**src/rtl/trig_fire_pkg.sv**
```systemverilog
// trig_fire_pkg: shared constants, scheduler state and event record layout for trig_fire_sched.
package trig_fire_pkg;
  localparam int NTRIG_DEF = 8;
  localparam int TS_W_DEF = 56;
  typedef enum logic [1:0] {IDLE, FIRE, DEAD} state_t;
  typedef struct packed {
    logic [NTRIG_DEF-1:0] mask;
    logic [TS_W_DEF-1:0]  ts;
    logic                 rolling;
  } rec_t;
endpackage

```
**src/rtl/trig_rec_fifo.sv**
```systemverilog
// trig_rec_fifo: first-word-fall-through ring buffer; a push into a full buffer lands only if a pop frees a slot that cycle.
module trig_rec_fifo #(
  parameter int W = 64,
  parameter int DEPTH = 8
) (
  input  logic                     clk,
  input  logic                     rst,
  input  logic                     clr,
  input  logic                     push,
  input  logic                     pop,
  input  logic [W-1:0]             din,
  output logic [W-1:0]             dout,
  output logic [$clog2(DEPTH):0]   count,
  output logic                     full,
  output logic                     empty
);
  localparam int AW = $clog2(DEPTH);
  logic [W-1:0] r_mem [DEPTH];
  logic [AW-1:0] r_wp, r_rp;
  logic [AW:0] r_count;
  logic w_wr, w_rd;
  assign count = r_count;
  assign full = r_count == (AW+1)'(DEPTH);
  assign empty = r_count == '0;
  assign w_rd = pop && !empty;
  assign w_wr = push && (!full || w_rd);
  assign dout = r_mem[r_rp];
  always_ff @(posedge clk or posedge rst)
    if (rst) begin
      r_wp <= '0;
      r_rp <= '0;
      r_count <= '0;
    end else if (clr) begin
      r_wp <= '0;
      r_rp <= '0;
      r_count <= '0;
    end else begin
      r_wp <= r_wp + AW'(w_wr);
      r_rp <= r_rp + AW'(w_rd);
      r_count <= r_count + (AW+1)'(w_wr) - (AW+1)'(w_rd);
    end
  always_ff @(posedge clk)
    if (w_wr && !clr) r_mem[r_wp] <= din;
endmodule

```
**src/rtl/trig_fire_sched.sv**
```systemverilog
// trig_fire_sched: gates trigger requests, sequences fire pulse/deadtime, merges conditions and queues timestamped records.
// Optional periodic rolling trigger enabled by defining TRIG_FIRE_SCHED_ROLLING_EN.
module trig_fire_sched import trig_fire_pkg::*; #(
  parameter int NTRIG = NTRIG_DEF,
  parameter int OUT_WIDTH = 16,
  parameter int MERGE_WIN = 4,
  parameter int DEPTH = 8,
  parameter int TS_W = TS_W_DEF
) (
  input  logic                   clk_adc,
  input  logic                   rst,
  input  logic                   run_active,
  input  logic [NTRIG-1:0]       trig_req,
  input  logic [NTRIG-1:0]       trig_en,
  input  logic                   pass_prescale,
  input  logic [7:0]             dead_time,
  input  logic                   ts_clear,
  output logic                   fire_out,
  output logic                   busy,
  output logic                   rec_valid,
  input  logic                   rec_ready,
  output logic [NTRIG-1:0]       rec_mask,
  output logic [TS_W-1:0]        rec_time,
  output logic [$clog2(DEPTH):0] rec_count,
`ifdef TRIG_FIRE_SCHED_ROLLING_EN
  input  logic                   dorolling,
  output logic                   rec_rolling,
`endif
  output logic [15:0]            drop_count
);
  localparam int CW = $clog2(OUT_WIDTH + 1);
  localparam logic [CW-1:0] MW_LAST = CW'(MERGE_WIN - 1);
  localparam logic [CW-1:0] OW_LAST = CW'(OUT_WIDTH - 1);
`ifdef TRIG_FIRE_SCHED_ROLLING_EN
  localparam int RW = NTRIG + TS_W + 1;
`else
  localparam int RW = NTRIG + TS_W;
`endif
  state_t r_state, w_nxt;
  logic r_fire, r_live, r_roll;
  logic [TS_W-1:0] r_ts, r_stamp;
  logic [NTRIG-1:0] r_mask, w_qual, w_mask_m;
  logic [CW-1:0] r_cnt;
  logic [7:0] r_dcnt;
  logic [15:0] r_drop;
  logic w_roll_go, w_start, w_merge, w_push, w_fire_end, w_pop, w_full, w_empty, w_drop;
  logic [RW-1:0] w_din, w_dout;
  assign w_qual = (run_active && pass_prescale) ? trig_req & trig_en : '0;
  assign w_start = r_state == IDLE && (w_qual != '0 || w_roll_go);
  assign w_merge = r_state == FIRE && r_cnt <= MW_LAST && !r_roll;
  assign w_mask_m = w_merge ? r_mask | w_qual : r_mask;
  assign w_push = r_state == FIRE && r_cnt == MW_LAST && r_live;
  assign w_fire_end = r_state == FIRE && r_cnt == OW_LAST;
  assign w_pop = rec_valid && rec_ready;
  assign w_drop = w_push && w_full && !w_pop && !ts_clear;
  assign fire_out = r_fire;
  assign busy = r_state != IDLE;
  assign rec_valid = !w_empty;
  assign rec_time = w_dout[TS_W-1:0];
  assign rec_mask = w_dout[TS_W +: NTRIG];
  assign drop_count = r_drop;
`ifdef TRIG_FIRE_SCHED_ROLLING_EN
  logic [20:0] r_auto;
  logic r_pend;
  assign w_roll_go = r_pend && run_active;
  assign w_din = {r_roll, w_mask_m, r_stamp};
  assign rec_rolling = w_dout[RW-1];
  // Restarting at 1 after bit 20 sets gives a tick every 2^20 cycles.
  always_ff @(posedge clk_adc or posedge rst)
    if (rst) begin
      r_auto <= '0;
      r_pend <= 1'b0;
    end else begin
      r_auto <= r_auto[20] ? 21'd1 : r_auto + 21'd1;
      r_pend <= (r_auto[20] && dorolling) || (r_pend && !(r_state == IDLE && w_roll_go));
    end
`else
  assign w_roll_go = 1'b0;
  assign w_din = {w_mask_m, r_stamp};
`endif
  always_comb
    w_nxt = r_state == IDLE ? (w_start ? FIRE : IDLE) :
            r_state == FIRE ? (w_fire_end ? (dead_time == 8'd0 ? IDLE : DEAD) : FIRE) :
            (r_dcnt == 8'd1 ? IDLE : DEAD);
  always_ff @(posedge clk_adc or posedge rst)
    if (rst) begin
      r_state <= IDLE;
      r_fire <= 1'b0;
      r_ts <= '0;
      r_cnt <= '0;
      r_dcnt <= '0;
      r_mask <= '0;
      r_stamp <= '0;
      r_live <= 1'b0;
      r_roll <= 1'b0;
      r_drop <= '0;
    end else begin
      r_state <= w_nxt;
      r_fire <= w_nxt == FIRE;
      r_ts <= ts_clear ? '0 : r_ts + 1'b1;
      r_cnt <= r_state == FIRE ? r_cnt + 1'b1 : '0;
      r_dcnt <= w_fire_end ? dead_time : r_state == DEAD ? r_dcnt - 8'd1 : r_dcnt;
      r_drop <= ts_clear ? '0 : (w_drop && r_drop != 16'hFFFF) ? r_drop + 16'd1 : r_drop;
      // A clear before the push point kills the in-flight record but not the pulse timing.
      if (w_start) begin
        r_mask <= w_roll_go ? '0 : w_qual;
        r_stamp <= r_ts;
        r_live <= !ts_clear;
        r_roll <= w_roll_go;
      end else begin
        r_mask <= w_mask_m;
        if (ts_clear) r_live <= 1'b0;
      end
    end
  trig_rec_fifo #(.W(RW), .DEPTH(DEPTH)) u_fifo (
    .clk(clk_adc),
    .rst(rst),
    .clr(ts_clear),
    .push(w_push),
    .pop(w_pop),
    .din(w_din),
    .dout(w_dout),
    .count(rec_count),
    .full(w_full),
    .empty(w_empty)
  );
endmodule

```
**config.mk**
```make
export PLATFORM = sky130hd
export DESIGN_NAME = trig_fire_sched
export DESIGN_NICKNAME = d
export VERILOG_FILES = /design/src/rtl/trig_fire_pkg.sv /design/src/rtl/trig_rec_fifo.sv /design/src/rtl/trig_fire_sched.sv
export SDC_FILE = /design/constraint.sdc
export NUM_CORES = 1
export LEC_CHECK = 0
export ABC_AREA = 1
export CORE_AREA = 2 2 270 272
export DETAILED_ROUTE_END_ITERATION = 10
export DIE_AREA = 0 0 272 274
export DONT_BUFFER_PORTS = 1
export PLACE_DENSITY = 0.6
export SYNTH_ARGS = -nofsm -noshare
export SYNTH_HDL_FRONTEND = slang
export SYNTH_SLANG_ARGS = --single-unit
export TNS_END_PERCENT = 50
```
**constraint.sdc**
```tcl
create_clock -name clk_adc -period 5.8 [get_ports clk_adc]
set_input_delay 1.16 -clock clk_adc [delete_from_list [all_inputs] [get_ports clk_adc]]
set_output_delay 1.16 -clock clk_adc [all_outputs]
set_load 0.02 [all_outputs]
```
==> results.ini <==
[outcome]
outcome = completed

[setup_path]
critical_path_arrival_ns = 3.04
path_buf_inv = 2
path_max_fanout = 107
cp-end-kind = primary output
crit_slowest_cell = inv_6
cp_common_cell = nand2_1
max_stage_delay_ns = 0.59
critPathKind = reg2out
crit_chain = inv_6 -> buf_4 -> nor2_1 -> o32ai_1 -> nand2_1 -> nand2_1
required_ns = 4.64
startpoint_type = flop
reg2reg_slack_ns = 2.87
cpLargestDelayFamily = buffers and inverters

[place]
placedInstanceArea_um2 = 29400
portBuffers = 0
dp_cells = 3470
pre_cts_ws_ns = 2.19
place.gp.congestion = 0.904
hpwl_mm = 37.7

[synth]
yosysTopAreaCell = edfxtp_1
synth-seq-cells = 675
syn-num-nets = 2662
synthDistinctLibCells = 41
synthArstFlopShare_pct = 24.1
synth-edff-count = 512
synth_top_area_share_pct = 54.1
syn_area_per_cell_um2 = 10.9
syn_inst = 2615
synth_flop_cell = edfxtp_1
synth.top_cells.by_count = nor2_1 (606), nand2_1 (579), edfxtp_1 (512)
yosysSeqAreaShare_pct = 68.4
yosys_warnings = 0
synth_most_common_cell = nor2_1
syn_area_um2 = 28400
synth.area.top_cells = edfxtp_1 (54%), dfrtp_1 (14%), nor2_1 (8.0%)

[detailed_routing]
drc = 0
wl_per_cell_um = 19.0
vias_per_cell = 5.31
drt-total-wl_mm = 68.6
dr_total_vias = 19100
first_pass_iters = 5
drtAntennaViolNets = 0
drt_iter0_drc = 1836

[power_and_ir_drop]
peakVddDrop_mv = 0.391
p_leak_nw = 12.5
powerDensity_nw_per_um2 = 388
finalPower_mw = 12.3

[layout]
antenna_cells = 0
finalNetCount = 2632
nFillCells = 6569
postLayoutCoreUtil_pct = 44.2
design_area_um2 = 31800
syn_to_final_growth_pct = 11.9
drive_gt1_share_pct = 5.82
final_cell_count_no_fill = 3603

[sta]
setup_viol = 0
period_share_pct = 72.5
rsz0062_at_grt = no
max_slew_margin_pct = 15.7
drv_slew = 0
fin_crit_ns = 4.20
setup_slack_ns = 1.60
fmax_ghz = 0.238
hold_viol = 0
finClkSkew_ns = 0.0291
tightest_slew_ns = 1.26

[clock_tree]
cts.reportedPaths.clkPinSlew_ns = 0.06
cts.repair.resized = 0
htree_levels = 3
holdBufCountCts = 0
cts_made_buffers = 72
clock-sinks = 675
cts-root-buf = clkbuf_16
tritoncts = done
clock_path_buffers = 3
insertion_delay_ns = 0.62
postCtsSetupRepairBufs = 0

[floorplanning]
die_h_um = 274
core_area_um2 = 72000
dieArea_um2 = 74500
rows = 99
die_x_um = 272
start_util_pct = 39.5
io_pins = 117

[global_routing]
grt_pass1_wl_mm = 108
grt-ovfl-total = 0
grt_usage_pct = 18.5
grt_pass1_vias = 19000
antenna_found_initial = 0
grt_max_degree = 258

[job]
max_cap_viol_count = 0

[min_path]
hp-class = reg2reg

layout by cell type (no fill, tap or decap), drive strengths merged, types with 2 or more instances in the layout:
master,netlist,final
a21oi,18,18
a31oi,2,2
buf,65,23
bufinv,0,6
clkbuf,62,101
clkinv,1,22
clkinvlp,0,3
dfrtp,163,163
edfxtp,512,512
ha,16,16
inv,91,93
nand2,581,581
nand3,108,108
nand3b,5,5
nand4,21,21
nor2,611,611
nor3,17,17
nor3b,2,2
o211ai,2,2
o21a,4,4
o21ai,153,153
o21bai,17,17
o32ai,128,128
xnor2,5,5
xor2,22,22
area by class of cell:
cell class / instances / area [um2] / area share, %
sequential: 675 / 19500 / 61.2
multi-input combinational: 1721 / 8050 / 25.3
clock buffer: 101 / 2070 / 6.50
tap: 959 / 1200 / 3.77
clock inverter: 32 / 370 / 1.16
inverter: 92 / 355 / 1.12
timing repair buffer: 23 / 298 / 0.936
final timing paths:
| path | start | endpoint | depth (start not counted) |
|---|---|---|---|
| setup / recovery | u_fifo.r_rp[0] | rec_mask[6] | 6 |
| hold / removal | r_cnt[0] | r_cnt[0] | 1 |
| setup reg to reg | u_fifo.count[2] | u_fifo.r_mem[1][24] | 10 |
| hold reg to reg | r_cnt[0] | r_cnt[0] | 1 |
| max in group asynchronous | rst | r_ts[32] | 2 |
| min in group asynchronous | rst | r_cnt[0] | 1 |
report_power, final:
group          leakage, nW  switching [mW]  internal, mW
clock                 1.18            1.87          2.78
combinational         3.59            1.74         0.691
sequential            7.71          0.0732          5.20
total                 12.5            3.68          8.66
state kept, by name (all words and copies together), names as in the netlist, 4 cells and up:
| name | flops |
|---|---|
| r_stamp | 56 |
| r_dcnt | 8 |
| r_cnt | 5 |
| drop_count | 16 |
| r_mask | 8 |
| u_fifo.r_mem | 512 |
| r_ts | 56 |
| u_fifo.count | 4 |
per-stage QoR:
stage | setup TNS [ns] | hold slack [ns]
2_1_floorplan | -372.09 | 0.455
3_3_place_gp | 0 | 0.475
3_5_place_dp | 0 | 0.480
4_1_cts | 0 | 0.487
5_1_grt | 0 | 0.495
6_report | 0 | 0.483
cells by family after synthesis:
kind of cell,synth area share (%)
AND/OR/NAND/NOR,18.7
XOR/XNOR,0.832
adder cells (fa/ha/maj),0.775
flip-flops,68.4
buffers and inverters,3.42
AO/OA/AOI/OAI,7.79
worst reg2reg max path, cell delays in order (launching register included):
cell and delay [ns]:
dfrtp_1 0.46, inv_1 0.12, ha_1 0.21, nand2_1 0.19, nand2_1 0.15, nand2_1 0.13
nand2_1 0.06, inv_1 0.14, nand3_1 0.22, nor3_2 0.23, buf_4 0.58
routing by layer:
layer / part of all wire (%) / global-route usage [%]
met4: 2.2 / 5.87
met3: 5.0 / 2.79
met2: 48 / 31.1
met1: 45 / 24.8
met5: 0 / 0
No activity file was read; power rests on OpenSTA's default activity.
